### config.mk
export PLATFORM = sky130hd
export DESIGN_NAME = mem_port_arbiter
export DESIGN_NICKNAME = d
export VERILOG_FILES = /design/src/rtl/mem_port_arbiter.sv
export SDC_FILE = /design/constraint.sdc
export NUM_CORES = 1
export LEC_CHECK = 0
export ABC_AREA = 1
export CORE_UTILIZATION = 36
export CTS_BUF_LIST = sky130_fd_sc_hd__clkbuf_8
export DETAILED_ROUTE_END_ITERATION = 10
export GPL_ROUTABILITY_DRIVEN = 0
export PLACE_DENSITY = 0.75
export SYNTH_ARGS = -nofsm -noshare
export SYNTH_HDL_FRONTEND = slang
export SYNTH_SLANG_ARGS = --single-unit
### constraint.sdc
create_clock -name clk -period 2.2 [get_ports clk]
set_clock_uncertainty 0.1 [all_clocks]
set_input_delay 0.44 -clock clk [delete_from_list [all_inputs] [get_ports clk]]
set_output_delay 0.44 -clock clk [all_outputs]
set_load 0.005 [all_outputs]
### src/rtl/mem_port_arbiter.sv
// mem_port_arbiter
//   Shares one single-port data RAM between the CPU memory path (MAR/MDR) and
//   the program-loader/IO port. Two-requester req/ack arbiter, one access at a
//   time: IDLE -> GRANT -> IDLE (write) or IDLE -> GRANT -> WAIT -> IDLE (read).
//
// Parameters
//   AW      RAM word-address width
//   DW      data width
//   RD_LAT  RAM read latency in cycles (1..4)
//
// Ports
//   clk, reset_n                 clock, async active-low reset
//   cpu_req/wr/addr/wdata        CPU request (held until cpu_ack)
//   cpu_ack, cpu_rdata           CPU one-cycle completion pulse, read data
//   ldr_req/wr/addr/wdata        loader request, same handshake
//   ldr_ack, ldr_rdata           loader completion pulse, read data
//   ram_addr/wdata/we, ram_rdata RAM macro interface
//   grant_cpu                    CPU owns the RAM (GRANT/WAIT)
//   busy                         any state other than IDLE
//
// Configuration
//   ARB_CPU_PRIORITY_EN  defined: CPU always wins contested IDLE cycles.
//                        undefined: round-robin on contested IDLE cycles.
module mem_port_arbiter #(
  parameter int AW     = 9,
  parameter int DW     = 32,
  parameter int RD_LAT = 1
) (
  input  logic          clk,
  input  logic          reset_n,
  input  logic          cpu_req,
  input  logic          cpu_wr,
  input  logic [AW-1:0] cpu_addr,
  input  logic [DW-1:0] cpu_wdata,
  output logic          cpu_ack,
  output logic [DW-1:0] cpu_rdata,
  input  logic          ldr_req,
  input  logic          ldr_wr,
  input  logic [AW-1:0] ldr_addr,
  input  logic [DW-1:0] ldr_wdata,
  output logic          ldr_ack,
  output logic [DW-1:0] ldr_rdata,
  output logic [AW-1:0] ram_addr,
  output logic [DW-1:0] ram_wdata,
  output logic          ram_we,
  input  logic [DW-1:0] ram_rdata,
  output logic          grant_cpu,
  output logic          busy
);

  typedef enum logic [1:0] {IDLE, GRANT, WAIT} state_t;

  // WAIT counter loads RD_LAT-1 and the ack is raised entering the last WAIT cycle
  localparam logic [1:0] CNT_INIT = 2'(RD_LAT - 1);

  state_t        state;
  logic          cur_wr;
  logic [1:0]    cnt;
  logic [DW-1:0] cpu_rdata_q, ldr_rdata_q;

  logic          pick_cpu, pick_wr;
  logic [AW-1:0] pick_addr;
  logic [DW-1:0] pick_wdata;
  logic          rd_ack_cyc;

`ifdef ARB_CPU_PRIORITY_EN
  always_comb pick_cpu = cpu_req;
`else
  // 1 = last grant went to the CPU; reset value 0 lets the CPU win first
  logic last_cpu;
  always_comb pick_cpu = cpu_req && (!ldr_req || !last_cpu);
`endif

  always_comb begin
    pick_wr    = pick_cpu ? cpu_wr    : ldr_wr;
    pick_addr  = pick_cpu ? cpu_addr  : ldr_addr;
    pick_wdata = pick_cpu ? cpu_wdata : ldr_wdata;
  end

  // The read ack is registered but the RAM data only lands during that same
  // cycle, so the ack cycle passes ram_rdata through and the holding register
  // takes over afterwards.
  assign rd_ack_cyc = (state == WAIT);
  assign cpu_rdata  = (cpu_ack && rd_ack_cyc) ? ram_rdata : cpu_rdata_q;
  assign ldr_rdata  = (ldr_ack && rd_ack_cyc) ? ram_rdata : ldr_rdata_q;

  always_ff @(posedge clk or negedge reset_n) begin
    if (!reset_n) begin
      state       <= IDLE;
      cur_wr      <= 1'b0;
      cnt         <= '0;
      ram_addr    <= '0;
      ram_wdata   <= '0;
      ram_we      <= 1'b0;
      cpu_ack     <= 1'b0;
      ldr_ack     <= 1'b0;
      cpu_rdata_q <= '0;
      ldr_rdata_q <= '0;
      grant_cpu   <= 1'b0;
      busy        <= 1'b0;
`ifndef ARB_CPU_PRIORITY_EN
      last_cpu    <= 1'b0;
`endif
    end else begin
      cpu_ack <= 1'b0;
      ldr_ack <= 1'b0;
      ram_we  <= 1'b0;
      if (cpu_ack && rd_ack_cyc) cpu_rdata_q <= ram_rdata;
      if (ldr_ack && rd_ack_cyc) ldr_rdata_q <= ram_rdata;
      case (state)
        IDLE: if (cpu_req || ldr_req) begin
          state     <= GRANT;
          busy      <= 1'b1;
          grant_cpu <= pick_cpu;
`ifndef ARB_CPU_PRIORITY_EN
          last_cpu  <= pick_cpu;
`endif
          cur_wr    <= pick_wr;
          ram_addr  <= pick_addr;
          ram_wdata <= pick_wdata;
          // write completes in GRANT: strobe and ack together
          ram_we    <= pick_wr;
          cpu_ack   <= pick_wr &&  pick_cpu;
          ldr_ack   <= pick_wr && !pick_cpu;
        end
        GRANT: if (cur_wr) begin
          state     <= IDLE;
          busy      <= 1'b0;
          grant_cpu <= 1'b0;
        end else begin
          state   <= WAIT;
          cnt     <= CNT_INIT;
          cpu_ack <= (RD_LAT == 1) &&  grant_cpu;
          ldr_ack <= (RD_LAT == 1) && !grant_cpu;
        end
        WAIT: if (cnt == 2'd0) begin
          state     <= IDLE;
          busy      <= 1'b0;
          grant_cpu <= 1'b0;
        end else begin
          cnt     <= cnt - 2'd1;
          cpu_ack <= (cnt == 2'd1) &&  grant_cpu;
          ldr_ack <= (cnt == 2'd1) && !grant_cpu;
        end
        default: state <= IDLE;
      endcase
    end
  end

endmodule

==> summary.txt <==
Timing
  • Fin. Hold Viols: 0
  • Fmax: between 400 and 500 MHz
  • Hold slack: 0.369 ns
  • Worst Slack Setup Final: -0.158 ns
  • Slew margin rel.: 0.627
  • Setup violations, final: 60
  • Setup TNS: -5.80 ns
  • Max Slew Vio Count: 0
  • Final Cycle Share: 1.07
  • Final min period: approximately 2.4 ns
  • RSZ-0062 raised after global routing: true
  • Tightest Pin Transition: between 0.5 and 0.6 ns

Critical path
  • Setup CP Type: flop to primary output
  • Critical Path Stages: 7
  • Launching point of the worst reg2reg path: state[0]
  • CP delay by family, top: buffers and inverters
  • Worst stage delay on the critical path: 0.38 ns
  • CP max stage cell: dfrtp_1
  • Worst-path cell chain: inv_2 -> ha_4 -> nand2_8 -> buf_6 -> nand2_1 -> o21ai_2 -> dlygate4sd2_1
  • Critical Path AT: around 1.8 ns
  • Type of origin of the critical path: flop
  • Maximum fanout along the worst path: 10
  • R2r endpoint: ldr_ack
  • Buf/Inv on CP: 3
  • Worst setup path end: ldr_rdata[11]
  • Crit. End Element: primary output
  • Worst reg2reg path depth: 9
  • CP required: 1.66 ns
  • R2R Setup Slk: 0.39 ns
  • CP startpoint: state[0]

Cells and area
  • Reg area: slightly below 0.003 mm^2
  • Multi-input logic area: 0.00252 mm^2
  • Most frequent cells in the layout: 164 x clkdlybuf4s50_1, 148 x nand2_1, 116 x dfrtp_1
  • Fillers: 941
  • Area growth syn-to-layout: 86.6%
  • Final Util: 0.698
  • Non-Filler Instances: 1068
  • Most common cell after layout, fill and taps aside: clkdlybuf4s50_1
  • Final #Nets: between 1000 and 1500
  • Layout cells sized above 1: 0.349
  • # diodes: 0
  • Post-route cell area: 0.00936 mm^2

Global route
  • Initial antenna violation count: 0
  • Global-route wire length before repair: 26300 um
  • GRT Total Usage: 0.239
  • GR Overflow Total: 0
  • Largest net degree at the start of global routing: 66
  • Vias in the first global route: 5122

Route
  • DRC errors left: 0
  • DRT antenna net count: 0
  • WL/cell: 16.9 um
  • DR iter-0 viols: 189
  • Final wirelength: 18000 um
  • DR vias/cell: 4.73
  • First-pass DRT Iterations: 5
  • Via Count: 5053

Floorplan
  • # rows: 42
  • Io pins: 230
  • Initial Util: 0.374
  • DIE WIDTH: 120 um
  • DIE HEIGHT: 120 um
  • Core Area: ~0.013 mm^2
  • Die Area: 0.0144 mm^2

Synth
  • Largest area contributor in the netlist: dfrtp_1
  • Yosys top cell area share: 0.579
  • Yosys warns: 0
  • Syn nets: 699
  • Post-synthesis register bit count: 116
  • Post-Syn Area: 0.00502 mm^2
  • Cells after Synth: 573
  • Netlist cell types: 18
  • Syn Area/Cell: 8.75 um^2
  • Synth top area cells: dfrtp_1 58%, nand2_1 15%, o21ai_0 7.1%
  • Sequential area share after synthesis: 0.579

Clock network
  • Bufs on Longest Clock Path: 2
  • CTS tree: built
  • Clk_lat worst skew: 0.42 ns
  • Max H-tree Level: 4
  • CTS clk-pin slew, worst paths: 0.07 ns
  • Root Driver: clkbuf_8
  • Num CTS Buffers: 17
  • Clk sinks: 116

Placed design
  • IO buf count: about 230
  • Placement Cell Area: a little under 0.008 mm^2
  • Post-DP HPWL: 10000 um
  • Placed cell count: between 1000 and 1500

Worst hold path
  • Tightest Hold Check Type: flop to flop

Power
  • Pwr Density: 1290 mW/mm^2
  • Maximum VDD drop: 0.585 mV
  • LEAKAGE: 4.49 nW

Outcome
  • Failing checks: setup timing
  • Status: finished, violations left

Job
  • Max-Cap Viols: 0
timing repair:
item,4_1_cts,5_1_grt
setup buffers,16,8
setup endpoints to repair,64,64
hold endpoints to repair,33,0
pin swaps,5,8
hold buffers,1,0
gates resized for setup,466,68
gates cloned,8,1
kinds of logic after synthesis:
family	after synthesis	share of synthesized area
DFF	116	0.579
and+or+nand+nor	222	0.172
buffers and inverters	113	0.0975
adders and majority gates	6	0.0150
AOI/OAI and AO/OA	116	0.137
report_power, final:
part	leakage [nW]	internal, mW	switching (mW)
logic	2.94	3.49	2.97
clock network	0.182	0.945	0.895
registers	1.36	3.19	0.608
synthesized netlist by cell type:
cell,instances
buf_2,10
nand3_1,4
buf_4,4
o21ai_0,71
nand2_2,3
inv_2,2
buf_6,5
nand4_1,3
dfrtp_1,116
clkbuf_1,10
inv_1,82
a21oi_1,2
nor2_1,5
nor2_4,1
a21boi_0,1
nand2_1,206
ha_1,6
o211ai_1,42
tightest hold or removal path, stage by stage (launching register included):
cell,delay (ns)
dfrtp_1,0.32
nand2_1,0.06
o21ai_2,0.06
through the flow:
stage	total power, mW	worst slack [ns]
3_5_place_dp	8.92	-0.196
6_report	12.1	-0.158
5_1_grt	12.9	-0.251
2_1_floorplan	5.51	0.391
4_1_cts	11.4	-0.177
3_3_place_gp	8.82	-0.221
sequential cells by signal, summed over array words and instances, names as in the netlist, 2 cells and up:
register,cells
ram_addr,9
state,2
cpu_rdata_q,32
ram_wdata,32
ldr_rdata_q,32
cnt,2
final cells by class:
class / instances / area share
timing repair buffer: 316 / 0.324
sequential: 116 / 0.310
multi-input combinational: 344 / 0.269
inverter: 84 / 0.0337
clock buffer: 19 / 0.0279
tap: 176 / 0.0235
clock inverter: 13 / 0.0116
routing by layer:
metal  vias up  wire (um)  track usage
met5         -          0            0
met4         0        419       0.0766
met3        34       1430       0.0798
met2       234       9040        0.415
met1      2355       7130        0.276
li1       2430          -            -
worst min path at each step:
stage / from / endpoint / slack [ns] / cells past startpoint
2_1_floorplan: reset_n / busy / 0.04 / 0
3_3_place_gp: reset_n / ldr_rdata_q[16] / 0.36 / 1
3_5_place_dp: reset_n / cpu_rdata_q[22] / 0.36 / 1
4_1_cts: ldr_rdata_q[7] / ldr_rdata_q[7] / 0.37 / 2
5_1_grt: ldr_rdata_q[26] / ldr_rdata_q[26] / 0.39 / 2
6_report: ldr_rdata_q[26] / ldr_rdata_q[26] / 0.37 / 2
Note: power is estimated with default switching activity, not from simulation.
